===== config.mk =====
export PLATFORM = sky130hd
export DESIGN_NAME = uart_rx_core
export DESIGN_NICKNAME = d
export VERILOG_FILES = /design/src/rtl/uart_rx_core.sv
export SDC_FILE = /design/constraint.sdc
export NUM_CORES = 1
export LEC_CHECK = 0
export ABC_AREA = 1
export BUFFER_PORTS_ARGS = -buffer_cell sky130_fd_sc_hd__buf_4
export CORE_UTILIZATION = 39
export CTS_BUF_LIST = sky130_fd_sc_hd__clkbuf_8
export CTS_CLUSTER_SIZE = 24
export DETAILED_ROUTE_END_ITERATION = 12
export HOLD_SLACK_MARGIN = 0.05
export MAX_ROUTING_LAYER = met4
export PLACE_DENSITY = 0.59
export SYNTH_ARGS = -nofsm -noshare
export SYNTH_HDL_FRONTEND = slang
export SYNTH_SLANG_ARGS = --single-unit

===== constraint.sdc =====
create_clock -name clk_i -period 2 [get_ports clk_i]
set_input_delay 0.1 -clock clk_i [delete_from_list [all_inputs] [get_ports clk_i]]
set_output_delay 0.1 -clock clk_i [all_outputs]
set_load 0.005 [all_outputs]

===== src/rtl/uart_rx_core.sv =====
// uart_rx_core
//   UART receiver fed by an already-synchronized RX line. It recovers 8-bit
//   frames (LSB first, optional parity, one stop bit) by mid-bit sampling. It
//   presents each good byte on a valid/ready interface, and reports frame,
//   parity and overrun conditions as one-cycle pulses.
//
// Ports
//   clk_i         system clock
//   rst_n_i       asynchronous active-low reset
//   rx_sync_i     synchronized RX line level (idle high)
//   rx_fall_i     one-cycle falling-edge strobe of rx_sync_i
//   data_o        received byte, stable while valid_o is high
//   valid_o       byte available, held until accepted
//   ready_i       consumer accepts data_o when valid_o & ready_i
//   frame_err_o   pulse: stop bit sampled low
//   parity_err_o  pulse: parity mismatch
//   overrun_o     pulse: good frame dropped because valid_o was still held
//   busy_o        high in every state except IDLE
module uart_rx_core #(
  parameter int CLKS_PER_BIT = 868,
  parameter int PARITY_EN    = 0,
  parameter int PARITY_ODD   = 0
) (
  input  logic       clk_i,
  input  logic       rst_n_i,
  input  logic       rx_sync_i,
  input  logic       rx_fall_i,
  output logic [7:0] data_o,
  output logic       valid_o,
  input  logic       ready_i,
  output logic       frame_err_o,
  output logic       parity_err_o,
  output logic       overrun_o,
  output logic       busy_o
);

  localparam int DATA_W = 8;
  localparam int CNT_W  = $clog2(CLKS_PER_BIT + 1);

  localparam logic [CNT_W-1:0] CNT_FULL = CNT_W'(CLKS_PER_BIT);
  localparam logic [CNT_W-1:0] CNT_HALF = CNT_W'(CLKS_PER_BIT / 2);
  localparam logic [CNT_W-1:0] CNT_ONE  = CNT_W'(1);
  localparam logic             ODD_BIT  = (PARITY_ODD != 0);
  localparam logic             PAR_ON   = (PARITY_EN != 0);

  typedef enum logic [2:0] {
    S_IDLE,
    S_START,
    S_DATA,
    S_PARITY,
    S_STOP
  } state_t;

  state_t            state_q;
  state_t            state_d;
  logic [CNT_W-1:0]  cnt_q;
  logic [2:0]        idx_q;
  logic [DATA_W-1:0] shift_q;
  logic              par_bad_q;

  logic expire;
  logic stop_smp;
  logic frame_bad;
  logic par_hit;
  logic good;
  logic load;
  logic drop;

  // The counter is loaded with the full count, so it reaches one on the cycle
  // that holds the sample point.
  assign expire = (cnt_q == CNT_ONE);

  // ---- state register ----
  always_ff @(posedge clk_i or negedge rst_n_i) begin
    if (!rst_n_i) state_q <= S_IDLE;
    else          state_q <= state_d;
  end

  // ---- next-state logic ----
  always_comb begin
    state_d = state_q;
    case (state_q)
      S_IDLE:   if (rx_fall_i) state_d = S_START;
      S_START:  if (expire) state_d = rx_sync_i ? S_IDLE : S_DATA;
      S_DATA:   if (expire && (idx_q == 3'd7)) state_d = PAR_ON ? S_PARITY : S_STOP;
      S_PARITY: if (expire) state_d = S_STOP;
      S_STOP:   if (expire) state_d = S_IDLE;
      default:  state_d = S_IDLE;
    endcase
  end

  // ---- output / event decode ----
  always_comb begin
    busy_o    = (state_q != S_IDLE);
    stop_smp  = (state_q == S_STOP) && expire;
    frame_bad = stop_smp && !rx_sync_i;
    par_hit   = stop_smp && rx_sync_i && par_bad_q;
    good      = stop_smp && rx_sync_i && !par_bad_q;
    // A byte may still load while the previous one is being accepted.
    load      = good && (!valid_o || ready_i);
    drop      = good && !load;
  end

  // ---- bit timing and deserialization ----
  always_ff @(posedge clk_i or negedge rst_n_i) begin
    if (!rst_n_i) begin
      cnt_q     <= '0;
      idx_q     <= '0;
      shift_q   <= '0;
      par_bad_q <= 1'b0;
    end else begin
      if (state_q == S_IDLE) begin
        if (rx_fall_i) cnt_q <= CNT_HALF;
      end else if (expire) begin
        cnt_q <= CNT_FULL;
      end else begin
        cnt_q <= cnt_q - CNT_ONE;
      end

      if (expire) begin
        case (state_q)
          S_START: begin
            idx_q     <= '0;
            par_bad_q <= 1'b0;
          end
          S_DATA: begin
            shift_q[idx_q] <= rx_sync_i;
            idx_q          <= idx_q + 3'd1;
          end
          S_PARITY: par_bad_q <= (rx_sync_i != ((^shift_q) ^ ODD_BIT));
          default: ;
        endcase
      end
    end
  end

  // ---- registered result interface ----
  always_ff @(posedge clk_i or negedge rst_n_i) begin
    if (!rst_n_i) begin
      data_o       <= '0;
      valid_o      <= 1'b0;
      frame_err_o  <= 1'b0;
      parity_err_o <= 1'b0;
      overrun_o    <= 1'b0;
    end else begin
      frame_err_o  <= frame_bad;
      parity_err_o <= par_hit;
      overrun_o    <= drop;
      if (load) begin
        data_o  <= shift_q;
        valid_o <= 1'b1;
      end else if (valid_o && ready_i) begin
        valid_o <= 1'b0;
      end
    end
  end

endmodule

-- Word level (Yosys, flattened, before mapping)
Cells that the tools add are included.
- add/subtract/negate cells: 2
- $lt $le $gt $ge: 2
- equality and inequality tests: 12
- muxes and demuxes: 17
- reduce and logical (&&, ||, !) cells: 25
- operators with widths (operator ; number):
    10-bit 2-to-1 mux ; 3
    3-bit 2-to-1 mux ; 5
    3-bit case mux with 5 select lines ; 1
    10-bit by 1-bit equality test with 1-bit output, second input constant ; 1
    1-bit logical AND ; 10
    2-bit != test, second input constant ; 5
    10-bit by 1-bit subtractor with 10-bit output, second input constant ; 1
    8-bit bitwise mux ; 1
    8-bit XOR reduction ; 1
    3-bit by 2-bit equality test with 1-bit output, second input constant ; 2
    3-bit equality test, second input constant ; 2
    3-bit case mux with 2 select lines ; 1
    2-bit AND reduction ; 3
    2-bit nonzero test ; 3
    5-bit AND reduction ; 1
    1-bit logical NOT ; 4
    3-bit by 4-bit less-than comparator with 1-bit output, second input constant ; 1
    3-bit by 1-bit adder with 3-bit output, second input constant ; 1
    1-bit demux with 3-bit select ; 1
    3-bit by 1-bit equality test with 1-bit output, second input constant ; 1
    3-bit by 1-bit >= comparator with 1-bit output, second input constant ; 1
    3-bit logical NOT ; 1
    1-bit 2-to-1 mux ; 3
    3-bit nonzero test ; 1
    other kinds (4) ; 4
- bits in registers: 37
- bits of input ports: 5
- logic and storage cells: 68

-- Depth between registers and ports, before layout
- depth after elaboration: 7
- depth in mapped cells: 12
- mapped depth without buffers: 11

-- Worst setup path after synthesis
OpenSTA, ideal clock, no wires.
- kind: register to register
- from: register cnt_q[1]
- to: register data_o[0]
- library setup time: 117 ps
- arrival: 1361 ps
- data required time: 1883 ps
- slack: 522 ps
- stages on the path, launching flop included: 10
- path buffers: 0
- period minus slack after synthesis: 1478 ps
- cells stage by stage: dfrtp_1 -> inv_1 -> ha_1 -> nand2_1 -> nor2_1 -> nand3_4 -> nor3_2 -> nand3_2 -> nand2_1 -> nand2_1
- longest elaborated chain between the ends: 5
- RTL lines (what ; RTL line ; text):
    from (decl) ; 56 ; logic [CNT_W-1:0] cnt_q;
    from (signal assigned) ; 117 ; cnt_q <= cnt_q - CNT_ONE;
    10-bit by 1-bit equality test with 1-bit output ; 71 ; assign expire = (cnt_q == CNT_ONE);
    1-bit logical AND ; 95 ; stop_smp = (state_q == S_STOP) && expire;
    1-bit logical AND (2 in a row) ; 98 ; good = stop_smp && rx_sync_i && !par_bad_q;
    1-bit logical AND ; 100 ; load = good && (!valid_o || ready_i);
    to (signal assigned) ; 150 ; data_o <= shift_q;
    to (decl) ; 28 ; output logic [7:0] data_o,
No other way between the ends.
A chain may end at the register's enable or synchronous reset.

-- Worst setup path in the final report
- from: register cnt_q[1]
- to: register data_o[2]
The elaborated chain is that of the path after synthesis.

==> impl_metrics.prom <==
# TYPE chip_impl_metric gauge
chip_impl_metric{name="worst_skew_pair.late_latency",unit="ps"} 290
chip_impl_metric{name="clkSlewWorstSetupHoldPaths",unit="ps"} 70
chip_impl_metric{name="cts_max_path_buffers",unit=""} 2
chip_impl_metric{name="fin_nets",unit=""} 300
chip_impl_metric{name="mappedNetlistArea",unit="µm²"} 2030
chip_impl_metric{name="vdd_drop_max",unit="µV"} 307
chip_impl_metric{name="grt_pass1_wl",unit="mm"} 7.00
chip_impl_metric{name="combPwrFrac",unit=""} 0.022
chip_impl_metric{name="routabilityCongestion",unit=""} 0.802
chip_impl_metric{name="totalNegativeSetupSlack",unit="ps"} 0
chip_impl_metric{name="chipHeight",unit="µm"} 74.2
chip_impl_metric{name="cts_post_setup_buffers_inserted",unit=""} 0
chip_impl_metric{name="cts_max_level",unit=""} 2
chip_impl_metric{name="synth.yosys.warnings",unit=""} 0
chip_impl_metric{name="post_synth_inst_count",unit=""} 267
chip_impl_metric{name="power_switching",unit="µW"} 285
chip_impl_metric{name="place_ws",unit="ps"} 334
chip_impl_info{name="critical-path-slowest-cell",value="sky130_fd_sc_hd__dfrtp_1"} 1
chip_impl_metric{name="drt_drc_violations_left",unit=""} 0
chip_impl_metric{name="iteration_0_drc_markers",unit=""} 102
chip_impl_metric{name="worst-r2r-setup-slack",unit="ps"} 340
chip_impl_metric{name="rows",unit=""} 25
chip_impl_metric{name="slew_violations",unit=""} 0
chip_impl_metric{name="final_antenna_net_count",unit=""} 0
chip_impl_info{name="dominant_delay_contributor_by_cell_family_on_the_critical_path",value="simple AND/OR/NAND/NOR gates"} 1
chip_impl_info{name="yosys-top-cells-area",value="sky130_fd_sc_hd__dfrtp_1 46%, sky130_fd_sc_hd__nand2_1 18%, sky130_fd_sc_hd__inv_1 5.7%"} 1
chip_impl_metric{name="post_drt_wl_per_cell",unit="µm"} 11.3
chip_impl_info{name="timing.rr.start",value="cnt_q[1]"} 1
chip_impl_metric{name="fin_area",unit="µm²"} 2370
chip_impl_info{name="critical_path.startpoint",value="cnt_q[1]"} 1
chip_impl_metric{name="ios",unit=""} 18
chip_impl_info{name="worst_path_most_repeated_cell",value="sky130_fd_sc_hd__nand2_1"} 1
chip_impl_metric{name="numCtsBuffers",unit=""} 5
chip_impl_info{name="worstSetupEndpointType",value="flop"} 1
chip_impl_metric{name="max_slew_margin",unit=""} 0.685
chip_impl_metric{name="post_layout_nonfiller_instances",unit=""} 359
chip_impl_metric{name="clkPwrFrac",unit=""} 0.460
chip_impl_metric{name="switching_share",unit=""} 0.198
chip_impl_metric{name="dr_wl_met2",unit="mm"} 1.71
chip_impl_metric{name="globalRoute.totalOverflow",unit=""} 0
chip_impl_info{name="critical_path.cell_chain",value="inv_1 -> ha_1 -> nand2_1 -> nor2_1 -> nand3_4 -> nor3_2 -> nand3_2 -> nand2_1 -> nand2_1"} 1
chip_impl_metric{name="internal_power",unit="mW"} 1.16
chip_impl_metric{name="ys_ff_latch",unit=""} 37
chip_impl_info{name="critPathCapture",value="data_o[2]"} 1
chip_impl_metric{name="die_width",unit="µm"} 74.2
chip_impl_metric{name="synthesis.area_per_instance",unit="µm²"} 7.61
chip_impl_metric{name="fin_crit",unit="ps"} 1660
chip_impl_metric{name="synth-async-reset-ratio",unit=""} 1.00
chip_impl_metric{name="grt_pass1_vias",unit=""} 1492
chip_impl_metric{name="placedCellCount",unit=""} 350
chip_impl_info{name="clock_tree_from_tritoncts",value="yes"} 1
chip_impl_info{name="clock-root-buffer",value="sky130_fd_sc_hd__clkbuf_8"} 1
chip_impl_metric{name="m1WireLength",unit="mm"} 2.17
chip_impl_metric{name="grt.total_usage",unit=""} 0.175
chip_impl_metric{name="fin_crit_sh",unit=""} 0.830
chip_impl_metric{name="clock_sink_count",unit=""} 37
chip_impl_info{name="min_path_type",value="input pin to flop"} 1
chip_impl_metric{name="ys_seq_area_frac",unit=""} 0.456
chip_impl_metric{name="synth_largest_type_area_fraction",unit=""} 0.456
chip_impl_metric{name="number_of_antenna_violations_at_the_first_check_in_global_routing",unit=""} 0
chip_impl_info{name="timing.hold.worst.start",value="rx_fall_i"} 1
chip_impl_info{name="criticalPathCategory",value="flop to flop"} 1
chip_impl_metric{name="n_antenna_cell",unit=""} 0
chip_impl_metric{name="min_path_cells",unit=""} 4
chip_impl_metric{name="fillers",unit=""} 497
chip_impl_metric{name="core_area",unit="µm²"} 4880
chip_impl_metric{name="viasPerCell",unit=""} 4.63
chip_impl_metric{name="met3RoutedLength",unit="µm"} 149
chip_impl_info{name="yosys_most_used_dff",value="sky130_fd_sc_hd__dfrtp_1"} 1
chip_impl_metric{name="cp.arrival",unit="ps"} 1830
chip_impl_metric{name="dr.pass1.iters",unit=""} 4
chip_impl_metric{name="die-area",unit="µm²"} 5500
chip_impl_info{name="synth_top_area_cell",value="sky130_fd_sc_hd__dfrtp_1"} 1
chip_impl_info{name="grt_setup_unrepaired",value="false"} 1
chip_impl_metric{name="final_layout_size_suffix_gt1_frac",unit=""} 0.147
chip_impl_metric{name="start_util",unit=""} 0.416
chip_impl_metric{name="ctsResizeCount",unit=""} 0
chip_impl_metric{name="share_seq_of_total_power",unit=""} 0.518
chip_impl_metric{name="cts_hold_buf",unit=""} 1
chip_impl_metric{name="area.growth.synth_to_final",unit="%"} 16.6
chip_impl_metric{name="netlist-cell-type-count",unit=""} 26
chip_impl_metric{name="cp.buffers_inverters",unit=""} 1
chip_impl_info{name="startpoint_type",value="flop"} 1
chip_impl_metric{name="hold_viol",unit=""} 0
chip_impl_metric{name="slowest_delay",unit="ps"} 380
chip_impl_info{name="synthMostInstantiatedCell",value="sky130_fd_sc_hd__nand2_1"} 1
chip_impl_metric{name="reg2reg_depth",unit=""} 9
chip_impl_metric{name="count_of_final_setup_violators",unit=""} 0
chip_impl_info{name="top_layer_used",value="met4"} 1
chip_impl_metric{name="crit_fanout",unit=""} 10
chip_impl_metric{name="placedInstanceArea",unit="µm²"} 2240
chip_impl_metric{name="synth-edff-count",unit=""} 0
chip_impl_metric{name="route.vias.total",unit=""} 1662
chip_impl_metric{name="mappedNetlistNets",unit=""} 276
chip_impl_info{name="status",value="finished clean"} 1
chip_impl_metric{name="grt_start_max_net_pins",unit=""} 38
chip_impl_metric{name="tightestPinTransition",unit="ps"} 473
chip_impl_metric{name="clock.fmax",unit="MHz"} 603
chip_impl_metric{name="crit_cells",unit=""} 9
chip_impl_metric{name="holdWs",unit="ps"} 87.8
chip_impl_info{name="crit-reg2reg-capture",value="data_o[2]"} 1
chip_impl_metric{name="worst_ep_required_time",unit="ps"} 2170
chip_impl_metric{name="buffer_ports.inserted",unit=""} 17
chip_impl_metric{name="clock-skew-final",unit="ps"} 5.59
chip_impl_metric{name="cellLeakagePower",unit="nW"} 1.25
chip_impl_metric{name="final_critical_path_setup_slack",unit="ps"} 341
chip_impl_info{name="synth_common_cells",value="97 x sky130_fd_sc_hd__nand2_1, 37 x sky130_fd_sc_hd__dfrtp_1, 31 x sky130_fd_sc_hd__inv_1"} 1
chip_impl_metric{name="max-cap-violations",unit=""} 0
chip_impl_metric{name="power_per_cell_area",unit="nW/µm²"} 609
chip_impl_metric{name="post-dp-hpwl",unit="mm"} 2.96
chip_impl_metric{name="postRouteWirelength",unit="mm"} 4.06
-- per-stage QoR --
step | power [mW] | util
2_1_floorplan | 0.771 | -
3_3_place_gp | 0.794 | 0.459
3_5_place_dp | 0.794 | 0.459
4_1_cts | 1.46 | 0.485
5_1_grt | 1.50 | 0.485
6_report | 1.44 | 0.485
-- power groups by stage --
| stage | clock [mW] | sequential (mW) | combinational [mW] |
|---|---|---|---|
| after detailed placement | 0 | 0.762 | 0.0316 |
| final | 0.663 | 0.748 | 0.0314 |
| after global routing | 0.718 | 0.747 | 0.0372 |
| after global placement | 0 | 0.762 | 0.0314 |
| after floorplan | 0 | 0.762 | 0.00815 |
| after CTS | 0.681 | 0.747 | 0.0333 |
-- area by class of cell --
type | instances | area, µm² | share of cell area
Multi-Input combinational cell | 194 | 966 | 0.408
Clock buffer | 6 | 82.6 | 0.0349
Tap cell | 67 | 83.8 | 0.0354
Inverter | 33 | 124 | 0.0523
Sequential cell | 37 | 926 | 0.391
Clock inverter | 2 | 33.8 | 0.0143
Timing Repair Buffer | 20 | 153 | 0.0644
-- cells by family after synthesis --
| kind of cell | share of synthesized area |
|---|---|
| AND/OR/NAND/NOR | 0.350 |
| flip-flops | 0.456 |
| buffers and inverters | 0.0684 |
| AO/OA/AOI/OAI | 0.0838 |
| XOR/XNOR | 0.0173 |
| adder cells (fa/ha/maj) | 0.0246 |
-- layer usage --
metal,vias up,GRT usage
li1,891,-
met1,738,0.251
met2,31,0.239
met3,2,0.0447
met4,0,0.0513
met5,-,-
-- worst min-delay path, delay by kind of cell --
| kind | cells | cell delay [ps] |
|---|---|---|
| buffers and inverters | 1 | 80 |
| and+or+nand+nor | 3 | 160 |
-- worst min-delay path by stage --
stage                  endpoint
floorplan              cnt_q[0]
global placement       cnt_q[9]
detailed placement     cnt_q[7]
CTS                    cnt_q[9]
global route        frame_err_o
finish                 cnt_q[9]
-- layout by cell type, fill, tap and decap left out, types with 4 or more instances in the layout --
| cell type | netlist | layout |
|---|---|---|
| sky130_fd_sc_hd__nand2_1 | 97 | 97 |
| sky130_fd_sc_hd__dfrtp_1 | 37 | 37 |
| sky130_fd_sc_hd__inv_1 | 31 | 32 |
| sky130_fd_sc_hd__o21ai_0 | 22 | 22 |
| sky130_fd_sc_hd__nor2_1 | 21 | 21 |
| sky130_fd_sc_hd__buf_4 | 0 | 19 |
| sky130_fd_sc_hd__nand3_1 | 16 | 16 |
| sky130_fd_sc_hd__a21oi_1 | 6 | 6 |
| sky130_fd_sc_hd__clkbuf_8 | 0 | 6 |
| sky130_fd_sc_hd__nor2_2 | 5 | 5 |
| sky130_fd_sc_hd__xor2_1 | 4 | 4 |
| sky130_fd_sc_hd__ha_1 | 4 | 4 |
-- flip-flops by register name (all words and copies together) (netlist names) --
register / count
par_bad_q: 1
idx_q: 3
shift_q: 8
frame_err_o: 1
valid_o: 1
cnt_q: 10
data_o: 8
overrun_o: 1
state_q: 3
parity_err_o: 1
(Power assumes the default switching activity.)
